[config.mk]
export PLATFORM = sky130hd
export DESIGN_NAME = thermo_encoder_pipe
export DESIGN_NICKNAME = d
export VERILOG_FILES = /design/src/rtl/thermo_encoder_pipe.sv
export SDC_FILE = /design/constraint.sdc
export NUM_CORES = 1
export LEC_CHECK = 0
export ABC_AREA = 1
export ABC_CLOCK_PERIOD_IN_PS = 6930
export BUFFER_PORTS_ARGS = -buffer_cell sky130_fd_sc_hd__buf_2
export CORE_MARGIN = 2
export CORE_UTILIZATION = 52
export CTS_CLUSTER_SIZE = 25
export DETAILED_ROUTE_END_ITERATION = 16
export GPL_TIMING_DRIVEN = 0
export PLACE_DENSITY = 0.7
export SLEW_MARGIN = 10
export SYNTH_ARGS = -nofsm -noshare
export SYNTH_HDL_FRONTEND = slang
export SYNTH_SLANG_ARGS = --single-unit
export TNS_END_PERCENT = 10
[constraint.sdc]
create_clock -name clk -period 6.93 [get_ports clk]
set_input_delay 1.386 -clock clk [delete_from_list [all_inputs] [get_ports clk]]
set_output_delay 1.386 -clock clk [all_outputs]
set_load 0.02 [all_outputs]
[src/rtl/thermo_encoder_pipe.sv]
// Pipelined thermometer-to-binary encoder: capture, bubble filter, encode, output.
// Latency 3 edges after the capture edge; accepts a hit every cycle, never stalls.
module thermo_encoder_pipe #(
    parameter int N  = 64,
    parameter int W  = 3,
    parameter int BW = $clog2(N) + 1
) (
    input  logic          clk,
    input  logic          rst_n,
    input  logic [N-1:0]  thermo_in,
    input  logic          hit,
    input  logic          mode,
    input  logic          clear,
    output logic [BW-1:0] bin_out,
    output logic          valid_out,
    output logic          bubble_err,
    output logic          sat,
    output logic          sat_sticky,
    output logic [15:0]   hit_cnt
);

    // Stage 1: raw capture
    logic [N-1:0]  s1_raw_q;
    logic          s1_mode_q;
    logic          s1_vld_q;

    // Stage 2: filtered vector and per-sample flags
    logic [N-1:0]  s2_filt_d, s2_filt_q;
    logic [N-1:0]  s2_raw_q;
    logic          s2_mode_q;
    logic          s2_bub_d, s2_bub_q;
    logic          s2_sat_q;
    logic          s2_vld_q;

    // Stage 3: both encodings, selected at the output
    logic [BW-1:0] s3_lead_d, s3_lead_q;
    logic [BW-1:0] s3_pop_d, s3_pop_q;
    logic          s3_mode_q;
    logic          s3_bub_q;
    logic          s3_sat_q;
    logic          s3_vld_q;

    // Output and status registers
    logic [BW-1:0] bin_d, bin_q;
    logic          bub_d, bub_q;
    logic          sat_d, sat_q;
    logic          sticky_d, sticky_q;
    logic          vld_q;
    logic [15:0]   cnt_d, cnt_q;

    logic [N+W-1:0] raw_ext;
    logic [N-1:0]   filt_inc;

    always_ff @(posedge clk or negedge rst_n) begin
        if (!rst_n) begin
            s1_raw_q  <= '0;
            s1_mode_q <= 1'b0;
            s1_vld_q  <= 1'b0;
        end else begin
            s1_vld_q <= hit;
            if (hit) begin
                s1_raw_q  <= thermo_in;
                s1_mode_q <= mode;
            end
        end
    end

    // Zero-extend so window taps past N-1 read as 0 (clipping at the top tap).
    assign raw_ext = {{W{1'b0}}, s1_raw_q};

    always_comb begin
        s2_filt_d = '0;
        for (int k = 0; k < N; k++) begin
            for (int j = 0; j < W; j++) begin
                s2_filt_d[k] = s2_filt_d[k] | raw_ext[k+j];
            end
        end
    end

    // A clean thermometer code plus one is a power of two, so the AND is zero.
    assign filt_inc = s2_filt_d + N'(1);
    assign s2_bub_d = |(s2_filt_d & filt_inc);

    always_ff @(posedge clk or negedge rst_n) begin
        if (!rst_n) begin
            s2_filt_q <= '0;
            s2_raw_q  <= '0;
            s2_mode_q <= 1'b0;
            s2_bub_q  <= 1'b0;
            s2_sat_q  <= 1'b0;
            s2_vld_q  <= 1'b0;
        end else begin
            s2_vld_q <= s1_vld_q;
            if (s1_vld_q) begin
                s2_filt_q <= s2_filt_d;
                s2_raw_q  <= s1_raw_q;
                s2_mode_q <= s1_mode_q;
                s2_bub_q  <= s2_bub_d;
                s2_sat_q  <= s1_raw_q[N-1];
            end
        end
    end

    always_comb begin
        s3_lead_d = '0;
        s3_pop_d  = '0;
        for (int k = 0; k < N; k++) begin
            if (s2_filt_q[k]) begin
                s3_lead_d = BW'(k + 1);
            end
            s3_pop_d = s3_pop_d + BW'(s2_raw_q[k]);
        end
    end

    always_ff @(posedge clk or negedge rst_n) begin
        if (!rst_n) begin
            s3_lead_q <= '0;
            s3_pop_q  <= '0;
            s3_mode_q <= 1'b0;
            s3_bub_q  <= 1'b0;
            s3_sat_q  <= 1'b0;
            s3_vld_q  <= 1'b0;
        end else begin
            s3_vld_q <= s2_vld_q;
            if (s2_vld_q) begin
                s3_lead_q <= s3_lead_d;
                s3_pop_q  <= s3_pop_d;
                s3_mode_q <= s2_mode_q;
                s3_bub_q  <= s2_bub_q;
                s3_sat_q  <= s2_sat_q;
            end
        end
    end

    // Result fields hold between samples; sticky set wins over a same-edge clear.
    always_comb begin
        bin_d = bin_q;
        bub_d = bub_q;
        sat_d = sat_q;
        if (s3_vld_q) begin
            bin_d = s3_mode_q ? s3_pop_q : s3_lead_q;
            bub_d = s3_bub_q;
            sat_d = s3_sat_q;
        end
        sticky_d = (clear ? 1'b0 : sticky_q) | (s3_vld_q & s3_sat_q);
        if (clear) begin
            cnt_d = hit ? 16'd1 : 16'd0;
        end else if (hit) begin
            cnt_d = cnt_q + 16'd1;
        end else begin
            cnt_d = cnt_q;
        end
    end

    always_ff @(posedge clk or negedge rst_n) begin
        if (!rst_n) begin
            bin_q    <= '0;
            bub_q    <= 1'b0;
            sat_q    <= 1'b0;
            sticky_q <= 1'b0;
            vld_q    <= 1'b0;
            cnt_q    <= '0;
        end else begin
            bin_q    <= bin_d;
            bub_q    <= bub_d;
            sat_q    <= sat_d;
            sticky_q <= sticky_d;
            vld_q    <= s3_vld_q;
            cnt_q    <= cnt_d;
        end
    end

    assign bin_out    = bin_q;
    assign valid_out  = vld_q;
    assign bubble_err = bub_q;
    assign sat        = sat_q;
    assign sat_sticky = sticky_q;
    assign hit_cnt    = cnt_q;

endmodule

==> flow_summary.toml <==
[setup_path]
end_kind = "flip-flop"
r2r_cells = 22
crit_fanout = 2
cp.required_ns = 7.39
crit_type = "flip-flop to flip-flop"
timing.rr.end = "s3_pop_q[6]"
r2r_slack_ns = 0.90
crit_arrival_ns = 6.49
reg2reg_from = "s2_raw_q[53]"
critPathLaunchType = "flip-flop"

[min_path]
hold_start = "s3_vld_q"
worstHoldEndpoint = "valid_out"
hold_depth = 0
hold_class = "flip-flop to flip-flop"

[pwr]
combPwrFrac = 0.642
p_leak_nw = 7.371
clkPwrFrac = 0.163
p_int_mw = 4.928
p_seq_frac = 0.195
finalPower_mw = 8.875
p_per_area_mw_per_mm2 = 605.3
power_switching_mw = 3.947
irDropWorstVdd_v = 0.001589
swShare = 0.4447

[detailed_routing]
drt.antenna.violating_nets = 0
vias_per_cell = 5.237
wl_per_cell_um = 16.15
dr.pass1.iters = 5
drcViolationCount = 0
drt_iter0_drc = 784
finalWirelength_mm = 31.83
via_count = 10320

[yosys]
synth_ff_type = "dfrtp_1"
syn-num-nets = 1646
synthesis.instances = 1507
synthesis.area_mm2 = 0.01283
postSynthAreaPerCell_um2 = 8.516
synth-edff-count = 0
ys_async_sr_fraction = 1.000
synth_warnings = 0
synth.distinct_cells = 41
synth_seq_cells = 240
ys_seq_area_frac = 0.4680

[clock_tree]
cts_root_buf = "clkbuf_16"
path_clk_slew_ns = 0.06
clockBufferDepth = 3
cts-resized-gates = 0
cts_tree = "done"
clk_latency_ns = 0.53
htree_levels = 1
numCtsBuffers = 26
postCtsSetupBuffers = 0
cts_sinks = 240
postCtsHoldBufs = 0

[floorplan]
die_area_mm2 = 0.02595
core_mm2 = 0.02425
num_rows = 57
io_pins = 96
die_h_um = 161.1
die_x_um = 161.1
initial_core_util = 0.5293

[timing]
clock_skew_ns = 0.01194
slew_headroom = 0.3640
clock.fmax_mhz = 165.8
finalSetupViolCount = 0
holdWs_ns = 0.3802
setup_tns_ns = 0
slew_violations = 0
finalCritPeriodShare = 0.8704
tightest_slew_ns = 0.9540
hold_violations = 0
period_minus_slack_ns = 6.032
grt_setup_unrepaired = "false"

[grt]
grtUsageTotal = 0.2538
grt_max_degree = 88
overflow = 0
grt_pass1_vias = 10480
antenna_found_initial = 1
grt_first_pass_wirelength_mm = 52.70

[layout]
drive_above_1_share = 0.1172
final_nets = 1771
num_antenna_cells = 0
syn2layout_area_growth_pct = 14.25
postLayoutCellArea_mm2 = 0.01466

[place]
dpl.hpwl_mm = 24.53
numPortBuffers = 95
gp_congestion = 0.9501
postPlaceCellArea_mm2 = 0.01378

[run]
maxCapViolations = 0

[run_status]
outcome = "finished, final reports clean"
==> power by group through the flow <==
stage	clock network [mW]	logic [mW]	registers, mW
6_report	1.44	5.70	1.73
3_3_place_gp	0	5.50	1.75
2_1_floorplan	0	4.50	1.74
4_1_cts	1.46	5.82	1.73
5_1_grt	1.52	6.76	1.75
3_5_place_dp	0	5.76	1.75
==> flip-flops by register name, summed over array words and instances (netlist names), 7 cells and up <==
signal,count
bin_out,7
hit_cnt,16
s1_raw_q,64
s2_filt_q,64
s2_raw_q,63
s3_lead_q,7
s3_pop_q,7
==> how the worst max path moves through the flow <==
stage | startpoint | end | cells after the start
2_1_floorplan | s2_raw_q[53] | s3_pop_q[6] | 22
3_3_place_gp | rst_n | hit_cnt[14] | 1
3_5_place_dp | s2_raw_q[53] | s3_pop_q[6] | 22
4_1_cts | s2_raw_q[53] | s3_pop_q[6] | 22
5_1_grt | s2_raw_q[53] | s3_pop_q[6] | 22
6_report | s2_raw_q[53] | s3_pop_q[6] | 22
==> layout make-up <==
class	count	area, µm²
Fill cell	2191	9585
Sequential cell	240	6006
Multi-Input combinational cell	981	5389
Inverter	243	1270
Clock buffer	34	732.0
Timing Repair Buffer	97	540.5
Tap cell	324	405.4
Buffer	43	168.9
Clock inverter	9	151.4
==> cell usage after synthesis, types with 5 or more instances <==
cell type / number / area share
inv_2: 29 / 0.0085
o31ai_1: 7 / 0.0041
a21oi_1: 50 / 0.019
nand3_1: 27 / 0.011
dfrtp_1: 240 / 0.47
inv_1: 188 / 0.055
bufinv_8: 26 / 0.035
a22oi_1: 59 / 0.035
nor2_1: 287 / 0.084
ha_1: 16 / 0.016
a31oi_1: 9 / 0.0044
clkbuf_1: 39 / 0.011
fa_1: 54 / 0.084
nand2_1: 334 / 0.098
nor4_1: 12 / 0.0058
nor3_1: 24 / 0.0094
o21ai_0: 52 / 0.020
o22ai_1: 9 / 0.0044
o21ai_1: 5 / 0.0019
==> placed cells by master (no fill, tap or decap), types with 3 or more instances in the layout <==
| master | synthesis | layout |
|---|---|---|
| nand2_1 | 334 | 334 |
| nor2_1 | 287 | 287 |
| dfrtp_1 | 240 | 240 |
| inv_1 | 188 | 188 |
| buf_2 | 0 | 94 |
| a22oi_1 | 59 | 59 |
| fa_1 | 54 | 54 |
| o21ai_0 | 52 | 52 |
| a21oi_1 | 50 | 50 |
| clkbuf_1 | 39 | 43 |
| inv_2 | 29 | 29 |
| nand3_1 | 27 | 27 |
| clkbuf_16 | 0 | 27 |
| bufinv_8 | 26 | 26 |
| nor3_1 | 24 | 24 |
| ha_1 | 16 | 16 |
| nor4_1 | 12 | 12 |
| o22ai_1 | 9 | 9 |
| a31oi_1 | 9 | 9 |
| o31ai_1 | 7 | 7 |
| o21ai_1 | 5 | 5 |
| bufinv_16 | 0 | 4 |
| buf_1 | 3 | 3 |
| a211oi_1 | 3 | 3 |
| a2111oi_0 | 3 | 3 |
| o2111ai_1 | 3 | 3 |
| a221oi_1 | 3 | 3 |
| nand4_1 | 3 | 3 |
| xor2_1 | 3 | 3 |
| clkbuf_8 | 0 | 3 |
| clkinv_2 | 0 | 3 |
==> metrics by stage <==
stage | util | std cells | worst slack, ns
after global routing | 0.6047 | 1971 | 0.5748
after global placement | 0.5656 | 1926 | 0.2512
after CTS | 0.6047 | 1971 | 0.8952
final | 0.6047 | 1971 | 0.8979
after floorplan | - | 1507 | 1.228
after detailed placement | 0.5683 | 1928 | 0.9073
==> critical path, cell delays in order, from the launching register on <==
cell     delay (ns)
dfrtp_1        0.40
fa_1           0.53
inv_1          0.05
fa_1           0.51
inv_1          0.07
fa_1           0.48
inv_1          0.05
fa_1           0.47
inv_1          0.05
fa_1           0.49
inv_1          0.05
fa_1           0.45
fa_1           0.52
fa_1           0.42
inv_1          0.07
ha_1           0.15
inv_1          0.06
fa_1           0.39
o31ai_1        0.33
inv_1          0.07
nor2_1         0.13
o21ai_0        0.09
a21oi_1        0.12
==> routing by layer <==
layer	global-route usage	part of all wire	vias up
met1	0.3582	0.45	4981
li1	-	-	4995
met4	0.06250	0.024	2
met2	0.4161	0.47	292
met5	0	0.00031	-
met3	0.04032	0.059	52
==> kinds of logic after synthesis <==
| family | count (synthesis) | share of synthesized area |
|---|---|---|
| compound gates | 217 | 0.1066 |
| xor+xnor | 3 | 0.002048 |
| fa+ha+maj | 70 | 0.09983 |
| buf+inv | 286 | 0.1121 |
| flops | 240 | 0.4680 |
| mux | 1 | 0.0008774 |
| simple gates | 690 | 0.2106 |
Power figures use the tool's default switching activity.
